**src/rtl/sum_tx_sequencer.sv**
```systemverilog
// Streams DEPTH beamformed sum words from the sum RAM to the UART transmitter,
// MSB byte first, using the tx_en/tx_rdy handshake.
module sum_tx_sequencer #(
    parameter int DEPTH  = 768,
    parameter int ADDR_W = 10,
    parameter int DATA_W = 40,
    parameter int BYTES  = 5,
    parameter int RD_LAT = 2
) (
    input  logic              clk,
    input  logic              reset,
    input  logic              start,
    input  logic              abort,
    output logic [ADDR_W-1:0] rd_addr,
    output logic              rd_en,
    input  logic [DATA_W-1:0] rd_data,
    output logic [7:0]        tx_data,
    output logic              tx_en,
    input  logic              tx_rdy,
    output logic              busy,
    output logic              done,
    output logic [ADDR_W-1:0] word_cnt
);

    localparam int BI_W = $clog2(BYTES + 1);

    typedef enum logic [2:0] {
        IDLE, READ, WAIT_RD, LOAD, SEND, GUARD, DONE
    } state_t;

    state_t            state_q, state_d;
    logic [ADDR_W-1:0] rd_addr_q, rd_addr_d;
    logic              rd_en_q, rd_en_d;
    logic [7:0]        tx_data_q, tx_data_d;
    logic              tx_en_q, tx_en_d;
    logic              busy_q, busy_d;
    logic              done_q, done_d;
    logic [ADDR_W-1:0] word_cnt_q, word_cnt_d;
    logic [BI_W-1:0]   byte_idx_q, byte_idx_d;
    logic [DATA_W-1:0] shift_q, shift_d;
    logic [7:0]        wait_q, wait_d;

    always_comb begin
        state_d    = state_q;
        rd_addr_d  = rd_addr_q;
        rd_en_d    = 1'b0;
        tx_data_d  = tx_data_q;
        tx_en_d    = 1'b0;
        busy_d     = busy_q;
        done_d     = done_q;
        word_cnt_d = word_cnt_q;
        byte_idx_d = byte_idx_q;
        shift_d    = shift_q;
        wait_d     = wait_q;
        if (abort) begin
            // Byte already strobed stays on tx_data; everything else unwinds.
            state_d    = IDLE;
            rd_addr_d  = '0;
            busy_d     = 1'b0;
            done_d     = 1'b0;
            word_cnt_d = '0;
            byte_idx_d = '0;
            wait_d     = '0;
        end else begin
            unique case (state_q)
                IDLE, DONE: begin
                    if (start) begin
                        state_d    = READ;
                        busy_d     = 1'b1;
                        done_d     = 1'b0;
                        word_cnt_d = '0;
                        rd_addr_d  = '0;
                        rd_en_d    = 1'b1;
                    end
                end
                READ: begin
                    wait_d  = 8'd1;
                    state_d = (RD_LAT == 1) ? LOAD : WAIT_RD;
                end
                WAIT_RD: begin
                    if (wait_q >= 8'(RD_LAT - 1)) state_d = LOAD;
                    else wait_d = wait_q + 8'd1;
                end
                LOAD: begin
                    shift_d    = rd_data;
                    byte_idx_d = '0;
                    state_d    = SEND;
                end
                SEND: begin
                    if (tx_rdy) begin
                        tx_data_d  = shift_q[DATA_W-1 -: 8];
                        tx_en_d    = 1'b1;
                        shift_d    = shift_q << 8;
                        byte_idx_d = byte_idx_q + BI_W'(1);
                        state_d    = GUARD;
                    end
                end
                GUARD: begin
                    if (byte_idx_q < BI_W'(BYTES)) begin
                        state_d = SEND;
                    end else if (word_cnt_q == ADDR_W'(DEPTH - 1)) begin
                        state_d = DONE;
                        busy_d  = 1'b0;
                        done_d  = 1'b1;
                    end else begin
                        word_cnt_d = word_cnt_q + ADDR_W'(1);
                        rd_addr_d  = word_cnt_q + ADDR_W'(1);
                        rd_en_d    = 1'b1;
                        state_d    = READ;
                    end
                end
                default: state_d = IDLE;
            endcase
        end
    end

    always_ff @(posedge clk or posedge reset) begin
        if (reset) begin
            state_q    <= IDLE;
            rd_addr_q  <= '0;
            rd_en_q    <= 1'b0;
            tx_data_q  <= '0;
            tx_en_q    <= 1'b0;
            busy_q     <= 1'b0;
            done_q     <= 1'b0;
            word_cnt_q <= '0;
            byte_idx_q <= '0;
            shift_q    <= '0;
            wait_q     <= '0;
        end else begin
            state_q    <= state_d;
            rd_addr_q  <= rd_addr_d;
            rd_en_q    <= rd_en_d;
            tx_data_q  <= tx_data_d;
            tx_en_q    <= tx_en_d;
            busy_q     <= busy_d;
            done_q     <= done_d;
            word_cnt_q <= word_cnt_d;
            byte_idx_q <= byte_idx_d;
            shift_q    <= shift_d;
            wait_q     <= wait_d;
        end
    end

    assign rd_addr  = rd_addr_q;
    assign rd_en    = rd_en_q;
    assign tx_data  = tx_data_q;
    assign tx_en    = tx_en_q;
    assign busy     = busy_q;
    assign done     = done_q;
    assign word_cnt = word_cnt_q;

endmodule

```
**config.mk**
```make
export PLATFORM = sky130hd
export DESIGN_NAME = sum_tx_sequencer
export DESIGN_NICKNAME = d
export VERILOG_FILES = /design/src/rtl/sum_tx_sequencer.sv
export SDC_FILE = /design/constraint.sdc
export NUM_CORES = 1
export LEC_CHECK = 0
export CAP_MARGIN = 20
export CORE_MARGIN = 3
export CORE_UTILIZATION = 50
export CTS_CLUSTER_DIAMETER = 80
export DETAILED_ROUTE_END_ITERATION = 7
export PLACE_DENSITY = 0.78
export SLEW_MARGIN = 25
export SYNTH_ARGS = -nofsm -noshare
export SYNTH_HDL_FRONTEND = slang
export SYNTH_SLANG_ARGS = --single-unit
```
**constraint.sdc**
```tcl
create_clock -name clk -period 4.85 [get_ports clk]
set_clock_uncertainty 0.15 [all_clocks]
set_input_delay 0.485 -clock clk [delete_from_list [all_inputs] [get_ports clk]]
set_output_delay 0.485 -clock clk [all_outputs]
set_load 0.005 [all_outputs]
```
# --- After elaboration in Yosys (flattened, before gate mapping) ---
# Index checks and enable logic that the tools add are counted.
word_totals:
  in_bits: 45
  output_inout_bits: 32
  reg_bits: 76
classes:
  n_reduce_logical: 13
  magnitude_cmp: 2
  n_addsub: 3
  mux: 38
  bitwise_logic: 1
  eq_ne: 15
ops:
  columns: ["cell", "n"]
  rows:
  - ["40-bit case mux with 2 select lines", 1]
  - ["10-bit two-way mux", 4]
  - ["40-bit two-way mux", 1]
  - ["3-bit two-way mux", 8]
  - ["3-bit != test, second input constant", 7]
  - ["10-bit case mux with 2 select lines", 1]
  - ["3-bit case mux with 6 select lines", 1]
  - ["8-bit two-way mux", 2]
  - ["8-bit case mux with 2 select lines", 1]
  - ["1-bit two-way mux", 15]
  - ["10-bit by 1-bit adder with 10-bit output, second input constant", 1]
  - ["10-bit == test, second input constant", 1]
  - ["3-bit == test, second input constant", 3]
  - ["3-bit AND reduction", 3]
  - ["3-bit nonzero test", 3]
  - ["8-bit by 1-bit adder with 8-bit output, second input constant", 1]
  - ["8-bit by 1-bit greater-or-equal comparator with 1-bit output, second input constant", 1]
  - ["4-bit AND reduction", 2]
  - ["3-bit by 2-bit == test with 1-bit output, second input constant", 2]
  - ["1-bit case mux with 2 select lines", 3]
  - ["3-bit case mux with 2 select lines", 1]
  - ["2-bit AND reduction", 2]
  - ["3-bit by 1-bit adder with 3-bit output, second input constant", 1]
  - ["3-bit by 1-bit == test with 1-bit output, second input constant", 1]
  - ["6 further kinds", 6]

# --- Logic depth before layout (Yosys ltp) ---
# Gate-level depths: netlist of run 1.
logic_depth:
  ltp_word: 5
  ltp_mapped: 6
  depth_no_buf: 6

# --- Worst setup path before layout of run 1 ---
# OpenSTA, ideal clock, no wires.
synth_timing:
  kind: "register -> register"
  start: "register word_cnt_q[0], in the netlist word_cnt[0]"
  end: "register word_cnt_q[2], in the netlist word_cnt[2]"
  path_slack_ps: 3079
  required_ps: 4576
  arrival_ps: 1498
  path_stages_with_launch: 6
  setup_time_ps: 124
  n_path_buf: 0
  cell_sequence: "dfrtp_1 ha_1 and3_1 a31oi_1 a31o_2 a21oi_1"
synth_via:
  elab_chain_cells: 5
  elab_cells_between_ends: 8
synth_lines:
  columns: ["item", "line_no", "rtl"]
  rows:
  - ["start, declared", "38", "logic [ADDR_W-1:0] word_cnt_q, word_cnt_d;"]
  - ["start signal, assigned", "138", "word_cnt_q <= word_cnt_d;"]
  - ["10-bit by 1-bit adder with 10-bit output", "106", "word_cnt_d = word_cnt_q + ADDR_W'(1);"]
  - ["10-bit two-way mux", "101", "end else if (word_cnt_q == ADDR_W'(DEPTH - 1)) begin"]
  - ["10-bit two-way mux", "99", "if (byte_idx_q < BI_W'(BYTES)) begin"]
  - ["10-bit case mux with 2 select lines", "65", "unique case (state_q)"]
  - ["10-bit two-way mux", "55", "if (abort) begin"]
# Several ways; a longest one is shown, not always the timed one. The select of a mux whose other input is x is not followed.
# A chain may end at the register's enable or synchronous reset.

# --- Final worst setup path of run 1 ---
layout_timing:
  start: "input port abort"
  end: "register word_cnt_q[5], in the netlist word_cnt[5]"
layout_via:
  elab_chain_cells: 2
  elab_cells_between_ends: 6
layout_lines:
  columns: ["item", "line_no", "rtl"]
  rows:
  - ["start, declared", "13", "input logic abort,"]
  - ["3-bit != test (no source line) / 3-bit nonzero test (equally long branches)", null, null]
  - ["4-bit AND reduction (no source line)", null, null]
# Several ways; a longest one is shown, not always the timed one.

==> impl_metrics.ini, run 1 <==
[critical_path]
critPathMaxStageDelay_ns = 0.66
critPathLaunchType = input port
critical_path_class = in2reg
crit_fanout = 23
critPathBufInv = 2
cp.arrival_ns = 2.42
critPathTopFamily = simple AND/OR/NAND/NOR gates
worst_ep_required_time_ns = 4.99
cp-end-kind = flip-flop
cpMaxStageDelayCell = or4_1
crit_chain = clkdlybuf4s50_1 > buf_4 > nand4bb_1 > or4_1 > nand3_1

[clocking]
htree_levels = 3
clk_latency_ns = 0.35
clock_path_buffers = 2
cts_buffers = 9
cts_tree = done
clk_pin_slew_worst_paths_ns = 0.09
cts_sinks = 76
cts.repair.resized = 0
hold_buffers = 0
cts_root_buf = clkbuf_8
post_cts_buffers = 0

[placed_design]
dpl_cell_area_mm2 = 0.00451
dp_cells = 551
post-dp-hpwl_um = 5570
port_buffers = 76
gp_congestion = 0.810

[die]
die_w_um = 92.9
num_rows = 31
io_pins = 77
die_h_um = 92.9
coreArea_mm2 = 0.00729
die_area_mm2 = 0.00863
start_util_pct = 51.8

[timing]
fmax_ghz = 0.438
slew_headroom_pct = 44.9
setup_tns_ns = 0
period_minus_slack_ns = 2.28
setup_violations = 0
hold_viol = 0
tightest_slew_ns = 0.827
fin_crit_sh_pct = 47.1
slew_viol_final = 0
whs_ns = 0.347
rsz0062_at_grt = false

[routing]
wl_per_cell_um = 14.3
avgViaCountPerCell = 5.55
dr_total_vias = 3144
first_pass_iters = 4
detail-route-antenna-nets = 0
drt_iter0_markers = 158
routed_wl_um = 8090
drc = 0

[synthesis]
synth_ff_type = dfrtp_1
synth_area_mm2 = 0.00377
ys_types = 53
synthesis.nets = 455
yosysSeqAreaShare_pct = 50.4
ys_seq_elements = 76
postSynth.asyncResetShare_pct = 100
synth.avg_cell_area_um2 = 9.32
synth_edf_count = 0
syn-instance-count = 405
synth_warnings = 0

[run]
max_cap_viol_count = 0

[layout]
layout_common_cells = nand2_1, dfrtp_1, clkdlybuf4s50_1, nor2_1, a31oi_1
final_nets = 513
drive_above_1_share_pct = 8.14
register_area_mm2 = 0.00190
multi_input_area_mm2 = 0.00164
fillCellCount = 626
syn2layout_area_growth_pct = 24.5
final_cell_area_mm2 = 0.00470
n_antenna_cell = 0
fin_cells = 566

[grt]
antenna_found_initial = 0
grt_pass1_wl_um = 13500
grt_overflow = 0
grt_pass1_vias = 2926
grt_start_max_net_pins = 43
grtUsageTotal_pct = 19.4

[hold_path]
hp-class = reg2reg

[outcome]
status = finished clean

[power]
vdd_ir_drop_max_v = 0.000228
p_per_area_mw_per_mm2 = 399
leakagePower_nw = 1.99
[cell type report]
| type | count | share of cell area, % |
|---|---|---|
| Clock buffer | 9 | 2.64 |
| Timing Repair Buffer | 81 | 17.0 |
| Tap cell | 99 | 2.64 |
| Multi-Input combinational cell | 282 | 34.9 |
| Inverter | 13 | 1.04 |
| Clock inverter | 6 | 1.38 |
| Sequential cell | 76 | 40.5 |
[metal layers]
layer  wire, um  GRT usage, %  vias to the layer above
li1           -             -                     1529
met1       3650          27.5                     1487
met2       3830          29.2                      105
met3        435          3.57                       23
met4        180          8.30                        0
met5          0             0                        -
[Yosys cell counts (2+ instances only)]
| master | n | share of area, % |
|---|---|---|
| mux2_2 | 8 | 2.4 |
| a31oi_1 | 35 | 5.8 |
| buf_4 | 11 | 2.2 |
| nor4_1 | 3 | 0.50 |
| and3_1 | 2 | 0.33 |
| and2_1 | 5 | 0.83 |
| or3b_2 | 2 | 0.46 |
| o21ai_1 | 8 | 1.1 |
| or4_1 | 2 | 0.40 |
| o211ai_1 | 4 | 0.80 |
| nor3b_1 | 2 | 0.40 |
| and4_1 | 3 | 0.70 |
| buf_2 | 19 | 2.5 |
| inv_1 | 13 | 1.3 |
| nand4_1 | 2 | 0.33 |
| a21o_1 | 4 | 0.80 |
| a21oi_1 | 15 | 2.0 |
| nand3_1 | 12 | 1.6 |
| and3b_1 | 2 | 0.46 |
| nor2b_1 | 3 | 0.50 |
| clkbuf_1 | 3 | 0.30 |
| ha_1 | 5 | 1.7 |
| o21ai_0 | 11 | 1.5 |
| o21a_1 | 3 | 0.60 |
| nor4b_1 | 2 | 0.46 |
| a31o_2 | 2 | 0.46 |
| nand4bb_1 | 2 | 0.60 |
| nand2b_1 | 4 | 0.66 |
| nor3_1 | 5 | 0.66 |
| nor2_1 | 40 | 4.0 |
| nand2_1 | 76 | 7.6 |
| dfrtp_1 | 76 | 50 |
[flip-flops by register name, summed over array words and instances (netlist names)]
name / cells
wait_q: 8
byte_idx_q: 3
state_q: 3
busy: 1
rd_en: 1
tx_en: 1
done: 1
shift_q: 40
tx_data: 8
word_cnt: 10
[metrics by stage]
stage                     util [%]  total power [mW]  worst slack [ns]
after floorplan                  -              1.24              2.28
after global placement        61.9              1.39              2.30
after detailed placement      61.9              1.42              2.25
after CTS                     64.4              1.89              2.61
after global routing          64.4              1.99              2.43
final                         64.4              1.87              2.57
[final timing paths]
path | slack (ns) | depth (start not counted) | startpoint | end
max in group asynchronous | 3.10 | 3 | reset | shift_q[15]
hold reg to reg | 0.35 | 1 | wait_q[5] | wait_q[5]
hold / removal | 0.35 | 1 | wait_q[5] | wait_q[5]
setup reg to reg | 2.66 | 4 | state_q[2] | word_cnt[8]
setup / recovery | 2.57 | 5 | abort | word_cnt[5]
min in group asynchronous | 0.44 | 2 | reset | busy
[logic make-up after synthesis]
kind of cell	count (synthesis)	synth area share, %
AO/OA/AOI/OAI	94	16.3
adder cells (fa/ha/maj)	5	1.66
buffers and inverters	47	6.40
flip-flops	76	50.4
multiplexers	9	2.65
AND/OR/NAND/NOR	174	22.6
[report_power, final]
group          internal [mW]  total, mW  switching (mW)  leakage [nW]
clock                  0.236      0.468           0.233        0.0955
sequential             0.837      0.956           0.120         0.946
combinational          0.248      0.448           0.200         0.944
total                   1.32       1.87           0.552          1.99
No activity file was read; power rests on OpenSTA's default activity.
==> run 2: changes to the inputs <==
==> constraint.sdc (replaced) <==
create_clock -name clk -period 2.3 [get_ports clk]
set_clock_uncertainty 0.15 [all_clocks]
set_input_delay 0.23 -clock clk [delete_from_list [all_inputs] [get_ports clk]]
set_output_delay 0.23 -clock clk [all_outputs]
set_load 0.005 [all_outputs]
==> impl_metrics.ini, run 2 (synthesis gave the netlist of run 1 again) <==
[clocking]
cts_root_buf = clkbuf_8
clock_path_buffers = 2
clk_pin_slew_worst_paths_ns = 0.08
clk_latency_ns = 0.34
htree_levels = 3
hold_buffers = 0
cts_tree = done
post_cts_buffers = 0
cts_sinks = 76
cts.repair.resized = 0
cts_buffers = 9

[critical_path]
reg2reg_depth = 4
crit_chain = and3b_1 > a2111oi_4 > o21ai_0 > o41ai_1
r2r_slack_ns = 0.21
r2r-end = word_cnt[8]
cp.arrival_ns = 2.17
r2r_start = state_q[1]
crit_fanout = 14
cp-startpoint = state_q[1]
critPathLaunchType = flip-flop
critPathMaxStageDelay_ns = 0.62
critPathBufInv = 0
cpMaxStageDelayCell = dfrtp_1
crit_end = word_cnt[8]
worst_ep_required_time_ns = 2.38
critical_path_class = reg2reg
cp-end-kind = flip-flop
critPathTopFamily = compound AO/OA/AOI/OAI gates
worst-path-stages = 4

[placed_design]
dpl_cell_area_mm2 = 0.00460
post-dp-hpwl_um = 5490
dp_cells = 557
gp_congestion = 0.864
pre_cts_slack_ns = 0.184
port_buffers = 76

[timing]
fmax_ghz = 0.479
whs_ns = 0.179
hold_viol = 0
setup_slack_ns = 0.211
fin_crit_sh_pct = 90.8
period_minus_slack_ns = 2.09
setup_tns_ns = 0
slew_viol_final = 0
tightest_slew_ns = 0.645
slew_headroom_pct = 56.4
setup_violations = 0
rsz0062_at_grt = false

[grt]
grtUsageTotal_pct = 19.2
grt_overflow = 0
antenna_found_initial = 0
grt_pass1_wl_um = 13600
grt_pass1_vias = 2932
grt_start_max_net_pins = 81

[die]
num_rows = 31
io_pins = 77
die_area_mm2 = 0.00863
coreArea_mm2 = 0.00729
die_w_um = 92.9
die_h_um = 92.9
start_util_pct = 51.8

[routing]
drc = 0
detail-route-antenna-nets = 0
drt_iter0_markers = 160
wl_per_cell_um = 14.0
first_pass_iters = 6
avgViaCountPerCell = 5.45
dr_total_vias = 3120
routed_wl_um = 8030

[layout]
fin_cells = 573
syn2layout_area_growth_pct = 27.2
final_cell_area_mm2 = 0.00480
fillCellCount = 639
layout_common_cells = nand2_1, dfrtp_1, clkdlybuf4s50_1, nor2_1, a31oi_1
drive_above_1_share_pct = 9.49
utilization_pct = 65.8
regMostFlops = shift_q
n_antenna_cell = 0
largest_reg_flops = 40
final_nets = 519

[power]
p_per_area_mw_per_mm2 = 831
leakagePower_nw = 2.02
vdd_ir_drop_max_v = 0.000452
fin_total_pwr_mw = 3.99

[run]
max_cap_viol_count = 0

[outcome]
status = finished clean

[hold_path]
hp-class = in2async
-- run 2: changes by cell type in the layout (fill, tap and decap cells not counted), sizes merged --
cell	delta
clkbuf	+1
clkinvlp	+2
buf	+6
inv	-2
-- run 2: worst min-delay path by stage --
| stage | from | to | slack [ns] | cells past startpoint |
|---|---|---|---|---|
| finish | reset | shift_q[5] | 0.18 | 3 |
| global route | reset | shift_q[2] | 0.23 | 3 |
| CTS | reset | shift_q[0] | 0.20 | 3 |
| detailed placement | wait_q[6] | wait_q[6] | 0.32 | 1 |
| global placement | wait_q[6] | wait_q[6] | 0.32 | 1 |
| floorplan | rd_data[1] | shift_q[1] | 0.22 | 2 |
-- run 2: area by class of cell --
type	instances	area, um^2	share of cell area, %
clock buffer	10	138	2.87
clock inverter	6	63.8	1.33
tap	99	124	2.58
sequential	76	1900	39.6
timing repair buffer	87	881	18.4
inverter	13	52.6	1.10
multi-input combinational	282	1640	34.1
-- run 2: metal layers --
layer	global-route usage, %	wire, um	part of all wire [%]	up-vias
met5	0	0	0	-
met4	6.84	108	1.3	0
met3	3.01	324	4.0	10
met2	30.4	3860	48	80
met1	26.8	3740	47	1487
li1	-	-	-	1543
-- run 2: where the power goes --
| group | internal (mW) | switching [mW] |
|---|---|---|
| registers | 1.76 | 0.250 |
| logic | 0.536 | 0.419 |
| clock network | 0.528 | 0.489 |
-- run 2: tightest hold or removal path, delay by kind of cell --
| kind | cells | cell delay, ns |
|---|---|---|
| buffers and inverters | 3 | 0.85 |
==> run 3: changes to the inputs <==
--- a/config.mk
+++ b/config.mk
@@ -10,6 +10,7 @@
 export CORE_UTILIZATION = 50
 export CTS_CLUSTER_DIAMETER = 80
 export DETAILED_ROUTE_END_ITERATION = 7
+export HOLD_SLACK_MARGIN = 0.1
 export PLACE_DENSITY = 0.78
 export SLEW_MARGIN = 25
 export SYNTH_ARGS = -nofsm -noshare
==> results of run 3 <==
Final layout, timing and power as in run 2 (identical DEF).
